$ cat src/rtl/mips_mem_pkg.sv
// Shared types and constants for the unified instruction/data memory port arbiter.
package mips_mem_pkg;

    // Arbiter FSM encoding
    typedef enum logic [1:0] {
        IDLE  = 2'd0,
        ISSUE = 2'd1,
        WAIT  = 2'd2,
        RESP  = 2'd3
    } arb_state_t;

    // Access owner encoding
    localparam logic OWN_IF = 1'b0;
    localparam logic OWN_DM = 1'b1;

    // Default memory latency in cycles after mem_en
    localparam int unsigned MEM_LAT_DEFAULT = 2;

    // Latency counter width, enough for MEM_LAT up to 15
    localparam int unsigned LAT_CNT_W = 4;

    // Performance counter width
    localparam int unsigned PERF_CNT_W = 32;

endpackage

$ cat src/rtl/memarb_sat_cnt.sv
// Saturating event counter: counts cycles with inc=1, sticks at all-ones.
module memarb_sat_cnt
    import mips_mem_pkg::*;
#(
    parameter int unsigned W = PERF_CNT_W
) (
    input  logic         clk,
    input  logic         rst_n,
    input  logic         inc,
    output logic [W-1:0] count
);

    // Increment on event unless already saturated
    always_ff @(posedge clk or negedge rst_n) begin
        if (!rst_n) begin
            count <= '0;
        end else if (inc && (count != {W{1'b1}})) begin
            count <= count + W'(1);
        end
    end

endmodule

$ cat src/rtl/mem_port_arbiter.sv
// Arbitrates the single-ported unified memory between fetch (IF) and load/store (MEM).
// MEM-stage requests win over fetch. Optional stall-cycle counters are enabled by
// defining MEM_PORT_ARBITER_PERF_EN.
module mem_port_arbiter
    import mips_mem_pkg::*;
#(
    parameter int unsigned ADDR_W  = 32,
    parameter int unsigned DATA_W  = 32,
    parameter int unsigned MEM_LAT = MEM_LAT_DEFAULT
) (
    input  logic              clk,
    input  logic              rst_n,
    input  logic              if_req,
    input  logic [ADDR_W-1:0] if_addr,
    output logic [DATA_W-1:0] if_rdata,
    output logic              if_ready,
    input  logic              dm_req,
    input  logic              dm_we,
    input  logic [ADDR_W-1:0] dm_addr,
    input  logic [DATA_W-1:0] dm_wdata,
    output logic [DATA_W-1:0] dm_rdata,
    output logic              dm_ready,
    output logic              stall_if,
    output logic              stall_mem,
    output logic              mem_en,
    output logic              mem_we,
    output logic [ADDR_W-1:0] mem_addr,
    output logic [DATA_W-1:0] mem_wdata,
    input  logic [DATA_W-1:0] mem_rdata
`ifdef MEM_PORT_ARBITER_PERF_EN
    ,
    output logic [PERF_CNT_W-1:0] perf_if_stall,
    output logic [PERF_CNT_W-1:0] perf_dm_stall
`endif
);

    localparam logic [1:0] S_IDLE  = IDLE;
    localparam logic [1:0] S_ISSUE = ISSUE;
    localparam logic [1:0] S_WAIT  = WAIT;
    localparam logic [1:0] S_RESP  = RESP;

    localparam logic [LAT_CNT_W-1:0] LAT_LOAD = LAT_CNT_W'(MEM_LAT - 1);

    logic [1:0]           state_q;
    logic [1:0]           state_d;
    logic [LAT_CNT_W-1:0] cnt_q;
    logic [LAT_CNT_W-1:0] cnt_d;
    logic                 owner_q;
    logic                 we_q;
    logic                 grant;
    logic                 grant_own;
    logic                 wait_done;

    // State and latency counter registers
    always_ff @(posedge clk or negedge rst_n) begin
        if (!rst_n) begin
            state_q <= S_IDLE;
            cnt_q   <= '0;
        end else begin
            state_q <= state_d;
            cnt_q   <= cnt_d;
        end
    end

    // Next-state logic: arbitration in IDLE, latency countdown in WAIT
    always_comb begin
        state_d   = state_q;
        cnt_d     = cnt_q;
        grant     = 1'b0;
        grant_own = OWN_IF;
        wait_done = 1'b0;
        case (state_q)
            S_IDLE: begin
                if (dm_req) begin
                    grant     = 1'b1;
                    grant_own = OWN_DM;
                    state_d   = S_ISSUE;
                end else if (if_req) begin
                    grant     = 1'b1;
                    grant_own = OWN_IF;
                    state_d   = S_ISSUE;
                end
            end
            S_ISSUE: begin
                cnt_d   = LAT_LOAD;
                state_d = S_WAIT;
            end
            S_WAIT: begin
                if (cnt_q == '0) begin
                    wait_done = 1'b1;
                    state_d   = S_RESP;
                end else begin
                    cnt_d = cnt_q - LAT_CNT_W'(1);
                end
            end
            S_RESP: begin
                state_d = S_IDLE;
            end
            default: begin
                state_d = S_IDLE;
            end
        endcase
    end

    // Grant latch and one-cycle memory strobe
    always_ff @(posedge clk or negedge rst_n) begin
        if (!rst_n) begin
            owner_q   <= OWN_IF;
            we_q      <= 1'b0;
            mem_en    <= 1'b0;
            mem_we    <= 1'b0;
            mem_addr  <= '0;
            mem_wdata <= '0;
        end else begin
            mem_en <= grant;
            mem_we <= grant && (grant_own == OWN_DM) && dm_we;
            if (grant) begin
                owner_q <= grant_own;
                if (grant_own == OWN_DM) begin
                    we_q      <= dm_we;
                    mem_addr  <= dm_addr;
                    mem_wdata <= dm_wdata;
                end else begin
                    we_q     <= 1'b0;
                    mem_addr <= if_addr;
                end
            end
        end
    end

    // Read data capture and ready pulses, one per completed access
    always_ff @(posedge clk or negedge rst_n) begin
        if (!rst_n) begin
            if_ready <= 1'b0;
            dm_ready <= 1'b0;
            if_rdata <= '0;
            dm_rdata <= '0;
        end else begin
            if_ready <= wait_done && (owner_q == OWN_IF);
            dm_ready <= wait_done && (owner_q == OWN_DM);
            if (wait_done && (owner_q == OWN_IF)) begin
                if_rdata <= mem_rdata;
            end
            if (wait_done && (owner_q == OWN_DM) && !we_q) begin
                dm_rdata <= mem_rdata;
            end
        end
    end

    assign stall_if  = if_req & ~if_ready;
    assign stall_mem = dm_req & ~dm_ready;

`ifdef MEM_PORT_ARBITER_PERF_EN
    // Stall-cycle counters
    memarb_sat_cnt #(.W(PERF_CNT_W)) u_perf_if (
        .clk   (clk),
        .rst_n (rst_n),
        .inc   (stall_if),
        .count (perf_if_stall)
    );

    memarb_sat_cnt #(.W(PERF_CNT_W)) u_perf_dm (
        .clk   (clk),
        .rst_n (rst_n),
        .inc   (stall_mem),
        .count (perf_dm_stall)
    );
`endif

endmodule
$ cat config.mk
export PLATFORM = sky130hd
export DESIGN_NAME = mem_port_arbiter
export DESIGN_NICKNAME = d
export VERILOG_FILES = /design/src/rtl/mips_mem_pkg.sv /design/src/rtl/memarb_sat_cnt.sv /design/src/rtl/mem_port_arbiter.sv
export SDC_FILE = /design/constraint.sdc
export NUM_CORES = 1
export LEC_CHECK = 0
export CORE_MARGIN = 3
export CORE_UTILIZATION = 45
export DETAILED_ROUTE_END_ITERATION = 8
export PLACE_DENSITY = 0.86
export SLEW_MARGIN = 5
export SYNTH_ARGS = -nofsm -noshare
export SYNTH_HDL_FRONTEND = slang
export SYNTH_SLANG_ARGS = --single-unit
$ cat constraint.sdc
create_clock -name clk -period 3.4 [get_ports clk]
set_input_delay 0.68 -clock clk [delete_from_list [all_inputs] [get_ports clk]]
set_output_delay 0.68 -clock clk [all_outputs]
set_load 0.03 [all_outputs]
; ---- Yosys cells after proc, flatten, opt, wreduce, memory -nomap -nowiden
; Cells that the tools add are included.
[classes]
add_sub_neg = 1
eq_ne = 6
muxes = 15
n_bitwise = 5
n_reduce_logical = 12
[op_table]
columns = cell, n
row1 = 32-bit 2-to-1 mux, 1
row2 = 1-bit 2-to-1 mux, 8
row3 = 2-bit one-hot mux with 4 select lines, 1
row4 = 4-bit one-hot mux with 2 select lines, 1
row5 = 2-bit 2-to-1 mux, 3
row6 = 2-bit AND reduction, 3
row7 = 1-bit logical AND, 5
row8 = 2-bit equality test (second input constant), 2
row9 = 4-bit logical NOT, 1
row10 = 4-bit 2-to-1 mux, 1
row11 = 2-bit inequality test (second input constant), 2
row12 = 4-bit by 1-bit subtractor with 4-bit output (second input constant), 1
row13 = 3-bit inequality test (second input constant), 1
row14 = 1-bit NOT, 3
row15 = 1-bit bitwise AND, 2
row16 = 2-bit by 1-bit equality test with 1-bit output (second input constant), 1
row17 = 2-bit logical NOT, 1
row18 = 2-bit nonzero test, 1
row19 = 1-bit logical NOT, 1
[word_totals]
reg_bits = 140
inputBits = 133

; ---- Depth between registers and ports, before layout
; Gate-level depths: netlist of the first run.
[logic_depth]
depth_word = 5
mapped_depth = 8

; ---- Worst setup path after synthesis of the first run
; OpenSTA, ideal clock, no wires.
[synth_timing]
path_type = reg2reg
startpoint = register cnt_q[0]
endpoint = register if_rdata[22]
setup_time_ns = 0.125
t_arrival_ns = 2.056
required_time_ns = 3.275
setup_slack_ns = 1.219
stages_incl_launch_ff = 9
path_buffers = 3
period_less_slack_ns = 2.181
path_cell_list = dfrtp_1 inv_1 ha_1 or3b_1 buf_6 or3b_1 buf_6 buf_8 mux2_4
[synth_via]
elab_chain_len = 4
[synth_lines]
columns = item, line
row1 = "start, declared", mem_port_arbiter.sv:46  ; logic [LAT_CNT_W-1:0] cnt_q;
row2 = "start signal, assigned", mem_port_arbiter.sv:61  ; cnt_q <= cnt_d;
row3 = 4-bit logical NOT, mem_port_arbiter.sv:89  ; if (cnt_q == '0) begin
row4 = 1-bit 2-to-1 mux, mem_port_arbiter.sv:89
row5 = 1-bit 2-to-1 mux, mem_port_arbiter.sv:72  ; case (state_q)
row6 = 1-bit logical AND, mem_port_arbiter.sv:141  ; if (wait_done && (owner_q == OWN_IF)) begin
row7 = "end signal, assigned", mem_port_arbiter.sv:142  ; if_rdata <= mem_rdata;
row8 = "end, declared", mem_port_arbiter.sv:15  ; output logic [DATA_W-1:0] if_rdata,
; Every way passes these cells.
; A chain may end at the register's enable or synchronous reset.

; ---- Worst setup path in the final report of the first run
[layout_timing]
startpoint = input port dm_req
endpoint = output port stall_mem
[layout_via]
elab_chain_len = 1
[layout_lines]
columns = item, line
row1 = "start, declared", mem_port_arbiter.sv:17  ; input logic dm_req,
row2 = 1-bit bitwise AND, mem_port_arbiter.sv:151  ; assign stall_mem = dm_req & ~dm_ready;
row3 = "end, declared", mem_port_arbiter.sv:24  ; output logic stall_mem,
; Every way passes these cells.

==> flow_summary.ini, run 1 <==
[run_status]
status = completed

[die]
start_util = 0.469
die-area_mm2 = 0.0142
die_h_um = 119
dieWidth_um = 119
io_pins = 267
core_area_mm2 = 0.0123
rows = 40

[logic_synthesis]
synthesis.nets = 538
ys_ff_latch = 140
syn_inst = 400
yosysMostFrequentCell = dfrtp_1
seq_area_frac_synth = 0.609
synth_top_area_share = 0.609
ys.flop_type = dfrtp_1
yosys_warnings = 0
synth_cell_types = 31
synthTopCellsByArea = dfrtp_1, mux2_2, mux2_4
synth_area_mm2 = 0.00576
synth_common_cells = dfrtp_1, mux2_2, nand2_1
netlist.top_cell.by_area = dfrtp_1
syn_avg_cell_area_um2 = 14.4
synth_edf_count = 0
async_flop_share = 1.00

[detailed_routing]
dr.pass1.iters = 5
viasPerCell = 4.98
drt-initial-drc-count = 272
wl_per_cell_um = 18.4
ant_nets = 0
drc = 0
num_vias = 4228
wl_um = 15600

[pwr]
p_leak_nw = 4.27
power_density_mw_per_mm2 = 1070
max-vdd-ir-drop_mv = 0.519

[worst_setup_path]
end_kind = primary output
worst_setup_path_start_kind = primary input
crit_arrival_ns = 2.20
worstPathRequired_ns = 2.72
rrSetupSlack_ns = 0.83
path_max_fanout = 5
criticalPathCategory = primary input to primary output

[grt]
grt_pass1_wl_um = 24600
overflow = 0
grt_pass1_vias = 4519
track_usage = 0.222
antenna_found_initial = 0
grt_max_degree = 75

[clocking]
clock_latency_ns = 0.41
htreeDepth = 4
postCtsSetupBuffers = 0
cts.path.max_buffers = 2
clkTransAtPathRegs_ns = 0.06
clockRootBuffer = clkbuf_16
post_cts_resized = 0
postCtsHoldBufs = 0
numCtsBuffers = 17
cts_tree = built
cts.sinks = 140

[layout]
layout.nets = 806
diodes = 0
fillers = 807
drive_gt1_frac = 0.201
area_delta_synth_final_pct = 59.5

[place]
routabilityCongestion = 0.745
post-dp-hpwl_um = 11300
numPortBuffers = 266
place_ws_ns = 0.528

[timing]
final-setup-viol-count = 0
drv_slew = 0
clock.fmax_ghz = 0.347
finalHoldViolCount = 0
timing.final.crit_share = 0.848
worst_pin_slew_ns = 0.632
maxSlewHeadroom = 0.578
fin_setup_tns_ns = 0
setup_ws_ns = 0.518
skew_ns = 0.00845
fin_crit_ns = 2.88
rsz0062_at_grt = no

[job]
maxCapViolCount = 0

[worst_hold_path]
hold_class = primary input to asynchronous set/reset pin
-- layer usage --
layer / wire (µm) / GRT usage / vias up
met1: 5610 / 0.246 / 2065
met4: 362 / 0.0840 / 0
met5: 0 / 0 / -
li1: - / - / 1940
met3: 1270 / 0.0802 / 31
met2: 8370 / 0.391 / 192
-- placed cells by master, fill, tap and decap left out, drive strengths merged --
| master | Yosys | routed |
|---|---|---|
| a21o | 2 | 2 |
| a21oi | 1 | 1 |
| a22o | 1 | 1 |
| a22oi | 1 | 1 |
| a41o | 1 | 1 |
| and2 | 1 | 1 |
| and3 | 1 | 1 |
| buf | 11 | 7 |
| bufinv | 0 | 4 |
| clkbuf | 12 | 18 |
| clkdlybuf4s50 | 0 | 265 |
| clkinv | 0 | 6 |
| clkinvlp | 0 | 2 |
| dfrtp | 140 | 140 |
| ha | 5 | 5 |
| inv | 8 | 10 |
| mux2 | 97 | 97 |
| mux2i | 34 | 34 |
| nand2 | 36 | 36 |
| nand4b | 1 | 1 |
| nor2 | 1 | 1 |
| nor2b | 4 | 4 |
| nor3 | 2 | 2 |
| nor3b | 2 | 2 |
| o21ai | 35 | 35 |
| o22ai | 1 | 1 |
| o32a | 1 | 1 |
| or3b | 2 | 2 |
-- worst max-delay path, cell delays in order --
cell,delay [ns]
clkdlybuf4s50_1,0.63
nor2b_1,0.17
clkdlybuf4s50_1,0.72
-- flip-flops by register name (all words and copies together), names as in the netlist --
| name | cells |
|---|---|
| cnt_q | 4 |
| dm_rdata | 32 |
| dm_ready | 1 |
| if_rdata | 32 |
| if_ready | 1 |
| mem_addr | 32 |
| mem_en | 1 |
| mem_wdata | 32 |
| mem_we | 1 |
| owner_q | 1 |
| state_q | 2 |
| we_q | 1 |
-- worst paths after layout --
| check | startpoint | endpoint | cells past startpoint |
|---|---|---|---|
| max | dm_req | stall_mem | 3 |
| min | rst_n | if_rdata[10] | 1 |
| max reg2reg | cnt_q[0] | if_rdata[29] | 6 |
| min reg2reg | mem_addr[19] | mem_addr[19] | 2 |
| max in group asynchronous | rst_n | mem_addr[24] | 2 |
| min in group clk | mem_addr[19] | mem_addr[19] | 2 |
-- final cells by class --
type	count	area, µm²	share of cell area
flip-flops and latches	140	3500	0.382
repair buffers	272	2720	0.296
multi-input cells	229	2090	0.228
clock buffers	18	429	0.0467
clock inverters	14	194	0.0211
well taps	168	210	0.0229
inverters	8	30.0	0.00327
-- logic make-up after synthesis --
group | share of synthesized area
AO/OA/AOI/OAI | 0.0413
AND/OR/NAND/NOR | 0.0404
adder cells (fa/ha/maj) | 0.0109
buffers and inverters | 0.0311
multiplexers | 0.268
flip-flops | 0.609
-- report_power, final --
group	leakage, nW	internal (W)	switching (W)	total [W]
Sequential	1.74	0.00248	0.000444	0.00292
Clock	0.301	0.00123	0.000707	0.00194
Combinational	2.23	0.00226	0.00268	0.00494
-- per-stage QoR --
stage	cells	total power [W]	area [µm²]	hold WS, ns	utilization
floorplan	400	0.00576	5760	0.384	-
CTS	849	0.00989	9180	0.261	0.749
detailed placement	817	0.00789	8560	0.470	0.698
global placement	817	0.00771	8560	0.464	0.698
finish	849	0.00980	9180	0.261	0.749
global route	849	0.0103	9180	0.287	0.749
No activity file was read; power rests on OpenSTA's default activity.
==> inputs of run 2 (changes only) <==
- CORE_UTILIZATION: 45 -> 37
- PLACE_DENSITY: 0.86 -> 0.76
- clock period: 3.4 -> 2.44 ns (I/O delays scaled with it)
==> flow_summary.ini, run 2 (synthesis results as in run 1) <==
[clocking]
htreeDepth = 4
numCtsBuffers = 17
postCtsHoldBufs = 0
clockRootBuffer = clkbuf_16
cts.sinks = 140
cts.path.max_buffers = 2
clock_latency_ns = 0.41
clkTransAtPathRegs_ns = 0.06
cts_tree = built
post_cts_resized = 0
postCtsSetupBuffers = 0

[grt]
grt_pass1_vias = 4512
grt_pass1_wl_um = 23400
grt_max_degree = 68
track_usage = 0.177
antenna_found_initial = 0
overflow = 0

[layout]
layout_commonest_cell = clkdlybuf4s50_1
layout.nets = 810
diodes = 0
area_delta_synth_final_pct = 61.4
layout_common_cells = clkdlybuf4s50_1, dfrtp_1, mux2_2
drive_gt1_frac = 0.210

[pwr]
p_sw_w = 0.00529
combPwrFrac = 0.503
clockPowerShare = 0.198
intPower_w = 0.00836
power_density_mw_per_mm2 = 1470
pwr-share-seq = 0.300
p_leak_nw = 4.32
max-vdd-ir-drop_mv = 0.720
sw_frac_of_total = 0.387

[detailed_routing]
wl_um = 15100
wl_met2_um = 7840
wl_per_cell_um = 17.4
dr.pass1.iters = 4
drt-initial-drc-count = 161
highest_layer = met4
viasPerCell = 4.79
num_vias = 4160
drc = 0
wl_met3_um = 1230
ant_nets = 0
wl_met1_um = 5760

[job]
maxCapViolCount = 0

[worst_setup_path]
criticalPathCategory = flip-flop to flip-flop
critPathBufInv = 2
crit_path_start = cnt_q[0]
worst_path_max_delay_cell = or3b_2
path_max_fanout = 16
crit_chain = inv_1 -> ha_1 -> or3b_1 -> or3b_2 -> buf_4 -> mux2_4
rrSetupSlack_ns = 0.20
worstPathRequired_ns = 2.73
worstReg2RegStart = cnt_q[0]
worst_setup_path_start_kind = flip-flop
crit_path_max_incr_delay_ns = 0.47
crit_arrival_ns = 2.53
end_kind = flip-flop
cp_top_family = simple AND/OR/NAND/NOR gates

[timing]
timing.final.crit_share = 0.920
maxSlewHeadroom = 0.573
drv_slew = 0
final-setup-viol-count = 0
fin_crit_ns = 2.24
setup_ws_ns = 0.196
skew_ns = 0.00890
finalHoldViolCount = 0
rsz0062_at_grt = no
worst_pin_slew_ns = 0.640
clock.fmax_ghz = 0.446
fin_setup_tns_ns = 0
hold_ws_ns = 0.0867

[place]
routabilityCongestion = 0.758
post-dp-hpwl_um = 11400
place_ws_ns = 0.203
numPortBuffers = 266

[die]
die-area_mm2 = 0.0171
start_util = 0.387
dieWidth_um = 131
rows = 44
io_pins = 267
core_area_mm2 = 0.0149
die_h_um = 131

[worst_hold_path]
hold_class = primary input to asynchronous set/reset pin

[run_status]
status = completed
-- run 2: per-layer routing --
layer / up-vias / GRT usage
li1: 1940 / -
met3: 21 / 0.0634
met5: - / 0
met2: 164 / 0.315
met4: 0 / 0.0605
met1: 2035 / 0.197
-- run 2: area by class of cell --
cell class	count	area (µm²)
flip-flops and latches	140	3500
repair buffers	276	2810
well taps	184	230
clock inverters	15	196
inverters	8	30.0
multi-input cells	229	2090
clock buffers	17	425
fillers	1123	5580
-- run 2: metrics by stage --
stage               total power (W)  cells  utilization  instance area (µm²)
finish                       0.0136    869        0.625                 9290
global route                 0.0144    869        0.625                 9290
CTS                          0.0138    869        0.625                 9290
detailed placement           0.0110    837        0.583                 8670
global placement             0.0108    837        0.583                 8670
floorplan                   0.00803    400            -                 5760
-- run 2: worst paths after layout --
check                                to  cells past startpoint
max                        if_rdata[23]                      6
min                        dm_rdata[15]                      1
max reg2reg                if_rdata[23]                      6
min reg2reg                mem_addr[20]                      2
max in group asynchronous  if_rdata[22]                      2
min in group clk           mem_addr[20]                      2
-- run 2: power groups by stage --
stage | clock network (W) | registers [W] | logic, W
2_1_floorplan | 0 | 0.00616 | 0.00187
5_1_grt | 0.00288 | 0.00424 | 0.00726
3_5_place_dp | 0 | 0.00412 | 0.00692
3_3_place_gp | 0 | 0.00406 | 0.00677
4_1_cts | 0.00275 | 0.00410 | 0.00694
6_report | 0.00270 | 0.00409 | 0.00686
==> inputs of run 3 (changes only) <==
- HOLD_SLACK_MARGIN: not set -> 0.05
- SETUP_SLACK_MARGIN: not set -> 0.4
==> flow_summary.ini, run 3 (synthesis results as in run 1) <==
[run_status]
status = completed

[die]
rows = 44
die-area_mm2 = 0.0171
start_util = 0.387
core_area_mm2 = 0.0149
io_pins = 267
die_h_um = 131
dieWidth_um = 131

[worst_hold_path]
hold_start = mem_addr[0]
min_path_cells = 2
whs_endpoint = mem_addr[0]
hold_class = flip-flop to flip-flop

[layout]
drive_gt1_frac = 0.235
layout.nets = 824
final_area_mm2 = 0.00958
layout_commonest_cell = clkdlybuf4s50_1
area_delta_synth_final_pct = 66.4
diodes = 0
final_core_util = 0.645
layout_common_cells = clkdlybuf4s50_1, dfrtp_1, mux2_4

[timing]
drv_slew = 0
clock.fmax_ghz = 0.477
final-setup-viol-count = 0
skew_ns = 0.0138
fin_crit_ns = 2.10
finalHoldViolCount = 0
worst_pin_slew_ns = 0.464
maxSlewHeadroom = 0.691
rsz0062_at_grt = yes
timing.final.crit_share = 0.859
hold_ws_ns = 0.480
fin_setup_tns_ns = 0

[worst_setup_path]
worst_setup_path_start_kind = flip-flop
path_max_fanout = 17
cp.depth = 6
worstRegToRegCells = 6
rrSetupSlack_ns = 0.34
cp_top_family = simple AND/OR/NAND/NOR gates
crit_arrival_ns = 2.39
criticalPathCategory = flip-flop to flip-flop
end_kind = flip-flop
critPathBufInv = 2
worstPathRequired_ns = 2.73
crit_path_max_incr_delay_ns = 0.44
worstReg2RegStart = cnt_q[1]
r2r-end = if_rdata[21]
worst_path_max_delay_cell = or3b_4
crit_chain = inv_2 -> ha_4 -> or3b_4 -> or3b_4 -> buf_12 -> mux2_4
cpMostUsedCell = or3b_4

[grt]
grt_max_degree = 68
overflow = 0
grt_pass1_vias = 4548
track_usage = 0.182
antenna_found_initial = 1
grt_pass1_wl_um = 24000

[clocking]
cts.sinks = 140
cts_tree = built
htreeDepth = 4
clockRootBuffer = clkbuf_16
numCtsBuffers = 17
clkTransAtPathRegs_ns = 0.06
clock_latency_ns = 0.42
cts.path.max_buffers = 2

[place]
routabilityCongestion = 0.820
place_area_mm2 = 0.00868
numPortBuffers = 266
post-dp-hpwl_um = 11400

[detailed_routing]
viasPerCell = 4.85
drt-initial-drc-count = 191
wl_um = 16100
ant_nets = 0
drc = 0
wl_per_cell_um = 18.2
num_vias = 4282
dr.pass1.iters = 4

[pwr]
p_leak_nw = 4.46
power_density_mw_per_mm2 = 1450
max-vdd-ir-drop_mv = 0.938
p_total_w = 0.0139

[job]
maxCapViolCount = 0
-- run 3: cell type report --
class | count | area, µm²
Fill cell | 1064 | 5280
Multi-Input combinational cell | 229 | 2190
Clock inverter | 13 | 161
Tap cell | 184 | 230
Sequential cell | 140 | 3500
Inverter | 8 | 30.0
Timing Repair Buffer | 290 | 3020
Clock buffer | 19 | 443
-- run 3: per-layer routing --
| layer | GRT usage | part of all wire | routed length (µm) | vias up |
|---|---|---|---|---|
| li1 | - | - | - | 1983 |
| met5 | 0 | 0.00081 | 13 | - |
| met2 | 0.315 | 0.51 | 8140 | 172 |
| met1 | 0.207 | 0.39 | 6300 | 2102 |
| met4 | 0.0526 | 0.014 | 225 | 2 |
| met3 | 0.0760 | 0.088 | 1410 | 23 |
-- run 3: what timing repair did --
action / CTS / global route
pin swaps: 2 / 0
hold endpoints to repair: 44 / 0
cloned: 2 / 2
endpoints found under the setup margin: 65 / 65
hold buffers: 1 / 0
setup buffers: 7 / 2
resized for setup: 14 / 20
-- run 3: per-stage QoR --
stage                     cells  setup slack, ns
final                       883            0.343
after global placement      837            0.324
after floorplan             400            0.280
after CTS                   879            0.378
after global routing        883            0.283
after detailed placement    837            0.221
-- run 3: where the power goes --
part	switching, W	leakage (nW)	total [W]	internal (W)
Clock	0.000994	0.298	0.00263	0.00164
Sequential	0.000662	1.74	0.00412	0.00345
Combinational	0.00375	2.42	0.00716	0.00342
Total	0.00540	4.46	0.0139	0.00851
-- run 3: worst max-delay path by stage --
stage / from / slack (ns) / to
global route: cnt_q[1] / 0.28 / dm_rdata[12]
floorplan: cnt_q[0] / 0.28 / if_rdata[22]
detailed placement: cnt_q[0] / 0.22 / dm_rdata[16]
finish: cnt_q[1] / 0.34 / if_rdata[21]
CTS: cnt_q[1] / 0.38 / if_rdata[21]
global placement: cnt_q[1] / 0.32 / if_rdata[27]
-- run 3: worst min-delay path, delay by kind of cell, from the launching register on --
| kind | cells | cell delay, ns |
|---|---|---|
| AO/OA/AOI/OAI | 1 | 0.06 |
| AND/OR/NAND/NOR | 1 | 0.04 |
| flip-flops | 1 | 0.34 |
